<file path="config.mk">
export PLATFORM = sky130hd
export DESIGN_NAME = fir_coeff_loader
export DESIGN_NICKNAME = d
export VERILOG_FILES = /design/src/rtl/fir_pkg.sv /design/src/rtl/fir_coeff_shadow.sv /design/src/rtl/fir_coeff_loader.sv
export SDC_FILE = /design/constraint.sdc
export NUM_CORES = 1
export LEC_CHECK = 0
export ABC_CLOCK_PERIOD_IN_PS = 2550
export CAP_MARGIN = 20
export CORE_ASPECT_RATIO = 1.25
export CORE_MARGIN = 2
export CORE_UTILIZATION = 54
export CTS_CLUSTER_DIAMETER = 60
export CTS_CLUSTER_SIZE = 24
export DETAILED_ROUTE_END_ITERATION = 6
export PLACE_DENSITY = 0.76
export SETUP_SLACK_MARGIN = 0.5
export SLEW_MARGIN = 20
export SYNTH_ARGS = -nofsm -noshare
export SYNTH_HDL_FRONTEND = slang
export SYNTH_SLANG_ARGS = --single-unit
</file>
<file path="constraint.sdc">
create_clock -name clk_i -period 2.55 [get_ports clk_i]
set_input_delay 0.51 -clock clk_i [delete_from_list [all_inputs] [get_ports clk_i]]
set_output_delay 0.51 -clock clk_i [all_outputs]
set_load 0.05 [all_outputs]
</file>
<file path="src/rtl/fir_pkg.sv">
// Shared types and defaults for the FIR programmable-coefficient loader.
package fir_pkg;

  localparam int COEFF_WIDTH_DEF = 18;

  typedef enum logic [1:0] {
    IDLE  = 2'd0,
    SHIFT = 2'd1,
    DONE  = 2'd2
  } fir_loader_state_t;

  typedef logic signed [COEFF_WIDTH_DEF-1:0] coeff_t;

endpackage

</file>
<file path="src/rtl/fir_coeff_shadow.sv">
// Shadow coefficient bank: NTAPS words, one range-checked sync write port,
// one async read port, async clear to zero.
module fir_coeff_shadow #(
  parameter int NTAPS       = 8,
  parameter int COEFF_WIDTH = 18,
  parameter int ADDR_WIDTH  = 3
) (
  input  logic                   clk_i,
  input  logic                   rst_ni,
  input  logic                   wr_en_i,
  input  logic [ADDR_WIDTH-1:0]  wr_addr_i,
  input  logic [COEFF_WIDTH-1:0] wr_data_i,
  output logic                   wr_oob_o,
  input  logic [ADDR_WIDTH-1:0]  rd_addr_i,
  output logic [COEFF_WIDTH-1:0] rd_data_o
);

  localparam logic [ADDR_WIDTH:0] DEPTH = (ADDR_WIDTH+1)'(NTAPS);

  logic [COEFF_WIDTH-1:0] mem [NTAPS];

  // Extra MSB keeps the compare meaningful when NTAPS is a power of two.
  assign wr_oob_o = ({1'b0, wr_addr_i} >= DEPTH);

  always_ff @(posedge clk_i or negedge rst_ni) begin
    if (!rst_ni) begin
      for (int i = 0; i < NTAPS; i++) mem[i] <= '0;
    end else if (wr_en_i && !wr_oob_o) begin
      mem[wr_addr_i] <= wr_data_i;
    end
  end

  assign rd_data_o = mem[rd_addr_i];

endmodule

</file>
<file path="src/rtl/fir_coeff_loader.sv">
// Loads programmable FIR coefficients: buffers writes in a shadow bank and, on
// commit, shifts the bank into the taps' cascaded B registers (last tap first).
module fir_coeff_loader
  import fir_pkg::*;
#(
  parameter int NTAPS       = 8,
  parameter int COEFF_WIDTH = COEFF_WIDTH_DEF,
  localparam int ADDR_WIDTH = (NTAPS > 1) ? $clog2(NTAPS) : 1
) (
  input  logic                          clk_i,
  input  logic                          rst_ni,
  input  logic                          wr_valid_i,
  output logic                          wr_ready_o,
  input  logic [ADDR_WIDTH-1:0]         wr_addr_i,
  input  logic signed [COEFF_WIDTH-1:0] wr_data_i,
  output logic                          wr_err_o,
  input  logic                          commit_i,
  output logic                          busy_o,
  output logic signed [COEFF_WIDTH-1:0] coeff_o,
  output logic                          coeff_ce_o,
  output logic                          coeff_done_o
);

  localparam logic [ADDR_WIDTH-1:0] LAST_IDX = ADDR_WIDTH'(NTAPS - 1);

  fir_loader_state_t      state, state_d;
  logic [ADDR_WIDTH-1:0]  cnt, cnt_d, rd_addr;
  logic [COEFF_WIDTH-1:0] rd_data, coeff_d;
  logic                   wr_fire, wr_oob;
  logic                   ready_d, err_d, busy_d, ce_d, done_d;

  // Valid/ready: a write transfers on every clk_i edge where wr_valid_i && wr_ready_o
  // are both high; ready is only high in IDLE, so the bank is frozen while shifting.
  assign wr_fire = wr_valid_i && wr_ready_o;

  fir_coeff_shadow #(
    .NTAPS      (NTAPS),
    .COEFF_WIDTH(COEFF_WIDTH),
    .ADDR_WIDTH (ADDR_WIDTH)
  ) u_shadow (
    .clk_i    (clk_i),
    .rst_ni   (rst_ni),
    .wr_en_i  (wr_fire),
    .wr_addr_i(wr_addr_i),
    .wr_data_i(wr_data_i),
    .wr_oob_o (wr_oob),
    .rd_addr_i(rd_addr),
    .rd_data_o(rd_data)
  );

  always_ff @(posedge clk_i or negedge rst_ni) begin
    if (!rst_ni) begin
      state        <= IDLE;
      cnt          <= '0;
      wr_ready_o   <= 1'b0;
      wr_err_o     <= 1'b0;
      busy_o       <= 1'b0;
      coeff_o      <= '0;
      coeff_ce_o   <= 1'b0;
      coeff_done_o <= 1'b0;
    end else begin
      state        <= state_d;
      cnt          <= cnt_d;
      wr_ready_o   <= ready_d;
      wr_err_o     <= err_d;
      busy_o       <= busy_d;
      coeff_o      <= coeff_d;
      coeff_ce_o   <= ce_d;
      coeff_done_o <= done_d;
    end
  end

  always_comb begin
    state_d = state;
    cnt_d   = cnt;
    rd_addr = LAST_IDX;
    coeff_d = '0;
    ce_d    = 1'b0;
    done_d  = 1'b0;
    err_d   = 1'b0;
    unique case (state)
      IDLE: begin
        err_d = wr_fire && wr_oob;
        if (commit_i) begin
          state_d = SHIFT;
          cnt_d   = LAST_IDX;
          ce_d    = 1'b1;
          // A write landing on the same edge must appear in the first word out.
          coeff_d = (wr_fire && !wr_oob && (wr_addr_i == LAST_IDX)) ? wr_data_i : rd_data;
        end
      end
      SHIFT: begin
        rd_addr = cnt - ADDR_WIDTH'(1);
        if (cnt == '0) begin
          state_d = DONE;
          done_d  = 1'b1;
        end else begin
          cnt_d   = cnt - ADDR_WIDTH'(1);
          ce_d    = 1'b1;
          coeff_d = rd_data;
        end
      end
      DONE:    state_d = IDLE;
      default: state_d = IDLE;
    endcase
    ready_d = (state_d == IDLE);
    busy_d  = (state_d != IDLE);
  end

endmodule

</file>
==> impl_metrics.tcl, run 1 <==
set metrics [dict create \
    reg2regPathDepth 6 \
    buffer_ports.inserted 46 \
    synth.area.top_cells "sky130_fd_sc_hd__dfrtp_1, sky130_fd_sc_hd__mux2_2, sky130_fd_sc_hd__mux2i_1" \
    setup-violations-final 0 \
    crit_buf_inv 1 \
    mapped_nets 607 \
    vias 5130 \
    setup-tns-final_ns 0 \
    tritoncts "done" \
    critPathTopFamily "buffers and inverters" \
    start_util_pct 54.8 \
    most_repeated_cell_in_the_gate_level_netlist_after_synthesis "sky130_fd_sc_hd__dfrtp_1" \
    worst_setup_hold_path_clk_slew_ns 0.07 \
    drt_wl_total_um 17700 \
    worstPathRequired_ns 2.04 \
    largest_net_degree_at_the_start_of_global_routing 110 \
    worstHoldPathType "in2async" \
    antenna_cells 0 \
    detailed_place.area_mm2 0.00859 \
    power_density_mw_per_mm2 1310 \
    core_area_mm2 0.0143 \
    post_route_cells_drive_above_1_share_pct 33.4 \
    critPathArrivalTime_ns 1.44 \
    slowest_delay_ns 0.56 \
    final_nets 655 \
    root_buffer "sky130_fd_sc_hd__clkbuf_16" \
    critical_setup_path_class "reg2out" \
    syn_area_mm2 0.00787 \
    area_growth_syn_to_layout_pct 17.2 \
    cts.sink_count 171 \
    cts_buffers 17 \
    total_leakage_power_nw 4.41 \
    cp_max_fo 3 \
    std_cell_rows 49 \
    ff2ff_setup_slack_ns 0.62 \
    fin_area_mm2 0.00922 \
    drcViolationCount 0 \
    seq_area_frac_synth_pct 54.4 \
    critical-path-slowest-cell "sky130_fd_sc_hd__dlygate4sd2_1" \
    wl_per_cell_um 21.6 \
    globalRoute.totalOverflow 0 \
    detail_routed_via_count_per_cell 6.26 \
    max-cap-violations 0 \
    result_of_the_run "complete, no violations" \
    synth_area_per_cell_um2 13.6 \
    firstDrtPassIters 4 \
    synth_enable_flop_cells 0 \
    top_cell_type_s_share_of_synthesized_area_pct 54.4 \
    via_count_of_the_first_global_routing_pass 5528 \
    finish.utilization_pct 64.3 \
    insertion_delay_ns 0.42 \
    fp.dieH_um 139 \
    final.min_clock_period_ns 1.95 \
    ys_ff_latch 171 \
    worstReg2RegStart "cnt[0]" \
    design.portCount 48 \
    die-width_um 112 \
    dr.first_iter.drc_count 329 \
    synth-async-reset-ratio_pct 100 \
    critical_path.cell_chain "dlygate4sd2_1" \
    post-dp-hpwl_um 10000 \
    regToRegEndpoint "coeff_o[16]" \
    grt_pass1_wl_um 29000 \
    worst_slew_margin_rel_pct 49.5 \
    yosys.area.top_type "sky130_fd_sc_hd__dfrtp_1" \
    area.sequential_mm2 0.00428 \
    finalMaxSlewViolations 0 \
    hold_buffers 0 \
    ys_warn_count 0 \
    postSynthCellCount 580 \
    dieArea_mm2 0.0156 \
    critPathLaunchType "register" \
    number_of_unique_standard_cell_types_used_by_synthesis 36 \
    cts_max_path_buffers 2 \
    cts_htree_levels 4 \
    hold_violations 0 \
    grt_setup_unrepaired "false" \
    antenna_violations_before_repair 0 \
    maximum_vdd_ir_drop_uv 769 \
    gp_routability_congestion 0.767 \
    fillers 1046 \
    synth.cells.most_frequent "sky130_fd_sc_hd__dfrtp_1, sky130_fd_sc_hd__mux2_2, sky130_fd_sc_hd__nand2b_1" \
    worst_pin_slew_ns 0.754 \
    synthFlopType "sky130_fd_sc_hd__dfrtp_1" \
    cp_capture_type "primary output" \
    skew_ns 0.00784 \
    multi_input_combinational_cell_area_mm2 0.00337 \
    fmax_ghz 0.512 \
    layout_worst_path_cycle_share_pct 76.6 \
    final_antenna_net_count 0 \
    gr-usage-all-layers_pct 23.8 \
]
report_power, final:
part	switching [W]	internal [W]	leakage [nW]
Clock	0.00111	0.00159	0.296
Sequential	0.000462	0.00361	2.24
Combinational	0.00302	0.00228	1.87
timing repair:
action / 4_1_cts / 5_1_grt
pin swaps: 1 / 0
endpoints found under the setup margin: 31 / 10
setup buffers: 1 / 0
resized for setup: 23 / 3
area by class of cell:
type	count	area share (%)
clock buffers	18	4.76
clock inverters	14	1.97
inverters	6	0.271
multi-input cells	365	36.5
flip-flops and latches	171	46.5
well taps	178	2.42
repair buffers	67	7.63
stage by stage:
| step | cells | power (W) | worst slack (ns) | hold WS [ns] |
|---|---|---|---|---|
| 2_1_floorplan | 580 | 0.00800 | 0.500 | 0.214 |
| 3_3_place_gp | 786 | 0.00918 | 0.255 | 0.480 |
| 3_5_place_dp | 786 | 0.00935 | 0.236 | 0.487 |
| 4_1_cts | 819 | 0.0121 | 0.523 | 0.0457 |
| 5_1_grt | 819 | 0.0127 | 0.524 | 0.0570 |
| 6_report | 819 | 0.0121 | 0.596 | 0.0364 |
how the worst max path moves through the flow:
stage	start	end	cells after the start
after floorplan	cnt[0]	coeff_o[0]	10
after CTS	cnt[0]	coeff_o[16]	7
final	wr_ready_o	wr_ready_o	1
after global placement	wr_valid_i	u_shadow.mem[116]	5
after global routing	cnt[0]	coeff_o[0]	7
after detailed placement	wr_valid_i	u_shadow.mem[116]	5
registers in the layout (all words and copies together) (netlist names):
name          cells
u_shadow.mem    144
cnt               3
coeff_done_o      1
coeff_o          18
wr_ready_o        1
busy_o            1
coeff_ce_o        1
state             2
cells in the final DEF, fill, tap and decap left out, drive strengths merged, types with 2 or more instances in the layout:
| master | Yosys | final |
|---|---|---|
| nand3b | 2 | 2 |
| buf | 29 | 22 |
| nor2b | 2 | 2 |
| dfrtp | 171 | 171 |
| clkinvlp | 0 | 3 |
| dlygate4sd2 | 0 | 22 |
| clkbuf | 9 | 18 |
| inv | 6 | 12 |
| nor2 | 30 | 30 |
| a21oi | 3 | 3 |
| mux2 | 144 | 144 |
| a221oi | 36 | 36 |
| ha | 2 | 2 |
| a221o | 18 | 18 |
| nand2b | 39 | 39 |
| a31oi | 2 | 2 |
| mux2i | 36 | 36 |
| nor3 | 2 | 2 |
| clkdlybuf4s50 | 0 | 23 |
| o22ai | 36 | 36 |
| and3 | 2 | 2 |
| clkinv | 0 | 2 |
| or3 | 3 | 3 |
| bufinv | 0 | 3 |
kinds of logic after synthesis:
kind of cell               after synthesis  synth area share [%]
AOI/OAI and AO/OA                       98                  9.96
adders and majority gates                2                 0.318
buffers and inverters                   44                  3.10
DFF                                    171                  54.4
muxes                                  180                  25.7
other                                    1                0.0477
and+or+nand+nor                         84                  6.49
metal layers:
layer | part of all wire, % | wire [um] | vias to the layer above | track usage [%]
met5 | 0 | 0 | - | 0
met4 | 1.6 | 286 | 0 | 8.15
met3 | 5.6 | 998 | 25 | 4.46
met2 | 53 | 9390 | 156 | 41.4
met1 | 40 | 7000 | 2669 | 30.1
li1 | - | - | 2280 | -
(Power assumes the default switching activity.)
==> run 2: changes to the inputs <==
Settings changed: ABC_CLOCK_PERIOD_IN_PS 2550 to 1650.
Clock period 2.55 ns to 1.65 ns, I/O delays scaled along.
==> impl_metrics.tcl, run 2 (synthesis results as in run 1) <==
set metrics [dict create \
    result_of_the_run "finished with violations" \
    failed_checks "setup timing" \
    critical_path.cell_chain "inv_6, ha_4, inv_4, nor2_4, buf_4, a221oi_1, a221o_1" \
    cp_max_fo 11 \
    dieArea_mm2 0.0156 \
    wl_per_cell_um 29.4 \
    critical-path-slowest-cell "sky130_fd_sc_hd__dfrtp_4" \
    critPathTopFamily "compound AO/OA/AOI/OAI gates" \
    setup-tns-final_ns -4.20 \
    skew_ns 0.0138 \
    fin_total_pwr_w 0.0229 \
    final_cell_mix "sky130_fd_sc_hd__dfrtp_1, sky130_fd_sc_hd__mux2_4, sky130_fd_sc_hd__buf_6" \
    cts.sink_count 171 \
    crit_buf_inv 3 \
    die-width_um 112 \
    critical_setup_path_class "reg2reg" \
    finalMaxSlewViolations 0 \
    design.portCount 48 \
    start_util_pct 54.8 \
    cts_buffers 17 \
    firstDrtPassIters 5 \
    worst_setup_hold_path_clk_slew_ns 0.07 \
    largest_net_degree_at_the_start_of_global_routing 51 \
    drt_wl_total_um 26400 \
    cp_capture_type "register" \
    worstPathRequired_ns 2.03 \
    final.min_clock_period_ns 1.98 \
    critPathArrivalTime_ns 2.36 \
    vias 6073 \
    power_density_mw_per_mm2 2030 \
    largest_reg_flops 144 \
    dr.first_iter.drc_count 639 \
    fillers 724 \
    std_cell_rows 49 \
    hold_violations 0 \
    fp.dieH_um 139 \
    buffer_ports.inserted 46 \
    post-dp-hpwl_um 11700 \
    globalRoute.totalOverflow 0 \
    tritoncts "done" \
    registers_with_the_highest_flip_flop_counts "u_shadow.mem x144, coeff_o x18, cnt x3" \
    grt_setup_unrepaired "true" \
    fin_ws_ns -0.327 \
    slowest_delay_ns 0.51 \
    final_antenna_net_count 0 \
    cts_max_path_buffers 2 \
    core_area_mm2 0.0143 \
    grt_pass1_wl_um 38700 \
    gr-usage-all-layers_pct 32.7 \
    maximum_vdd_ir_drop_uv 1240 \
    setup-violations-final 61 \
    antenna_cells 0 \
    total_leakage_power_nw 5.35 \
    critPathLaunchType "register" \
    antenna_violations_before_repair 0 \
    post_route_cells_drive_above_1_share_pct 49.7 \
    finish.utilization_pct 78.9 \
    regMostFlops "u_shadow.mem" \
    insertion_delay_ns 0.45 \
    root_buffer "sky130_fd_sc_hd__clkbuf_16" \
    fin_hold_ws_ns 0.352 \
    gp_routability_congestion 0.806 \
    cts_htree_levels 4 \
    fmax_ghz 0.506 \
    layout_worst_path_cycle_share_pct 120 \
    area_growth_syn_to_layout_pct 43.9 \
    worstHoldPathType "in2async" \
    final_common_cell "sky130_fd_sc_hd__dfrtp_1" \
    via_count_of_the_first_global_routing_pass 6454 \
    placed_cells 813 \
    max-cap-violations 0 \
    drcViolationCount 0 \
    final_nets 733 \
    detail_routed_via_count_per_cell 6.77 \
    post_layout_nonfiller_instances 897 \
]
[run 2: changes by cell type in the layout (fill, tap and decap cells not counted), moves of 7 or more]
cell,before,now
sky130_fd_sc_hd__buf_16,0,13
sky130_fd_sc_hd__mux2_2,134,11
sky130_fd_sc_hd__buf_4,10,18
sky130_fd_sc_hd__dlygate4sd2_1,22,4
sky130_fd_sc_hd__buf_12,8,28
sky130_fd_sc_hd__a221oi_1,36,21
sky130_fd_sc_hd__mux2_4,10,133
sky130_fd_sc_hd__a221oi_2,0,14
sky130_fd_sc_hd__o22ai_2,0,9
sky130_fd_sc_hd__nor2_4,1,8
sky130_fd_sc_hd__buf_6,4,56
sky130_fd_sc_hd__o22ai_1,36,27
[run 2: layer usage]
| layer | GRT usage, % | vias to the layer above | share of wire (%) |
|---|---|---|---|
| met5 | 0 | - | 0 |
| met4 | 15.9 | 0 | 4.9 |
| met3 | 8.48 | 95 | 7.7 |
| met2 | 51.7 | 397 | 49 |
| met1 | 42.3 | 3132 | 39 |
| li1 | - | 2449 | - |
[run 2: path summary, 6_finish.rpt]
check	start	slack (ns)	cells past startpoint	endpoint
max in group asynchronous	rst_ni	0.67	3	u_shadow.mem[64]
setup reg to reg	cnt[0]	-0.33	7	coeff_o[14]
hold / removal	rst_ni	0.35	2	wr_ready_o
min in group clk_i	u_shadow.mem[22]	0.50	1	u_shadow.mem[22]
setup / recovery	cnt[0]	-0.33	7	coeff_o[14]
hold reg to reg	u_shadow.mem[22]	0.50	1	u_shadow.mem[22]
[run 2: area by class of cell]
type | count | area, um^2 | area share, %
sequential | 171 | 4290 | 37.9
clock inverter | 14 | 161 | 1.43
timing repair buffer | 145 | 2060 | 18.2
tap | 178 | 223 | 1.97
multi-input combinational | 365 | 4130 | 36.5
inverter | 6 | 30.0 | 0.265
clock buffer | 18 | 429 | 3.79
[run 2: power by group]
group	total, W	switching [W]	internal (W)
clock	0.00417	0.00190	0.00227
combinational	0.0122	0.00635	0.00585
sequential	0.00658	0.000992	0.00559
[run 2: per-stage QoR]
stage / setup WS [ns] / cell area [um^2]
2_1_floorplan: -0.265 / 8480
5_1_grt: -0.325 / 11300
3_3_place_gp: -0.419 / 9360
4_1_cts: -0.0641 / 11000
6_report: -0.327 / 11300
3_5_place_dp: -0.446 / 9360
[run 2: timing repair]
item,4_1_cts,5_1_grt
pin swaps,8,7
hold buffers,1,0
buffers inserted,25,10
cloned,14,2
endpoints found under the hold margin,33,0
setup endpoints to repair,190,191
resized for setup,118,33
==> run 3: changes to the inputs <==
Settings changed: CAP_MARGIN 20 to not set.
==> results of run 3 <==
Final layout, timing and power as in run 2 (identical DEF).
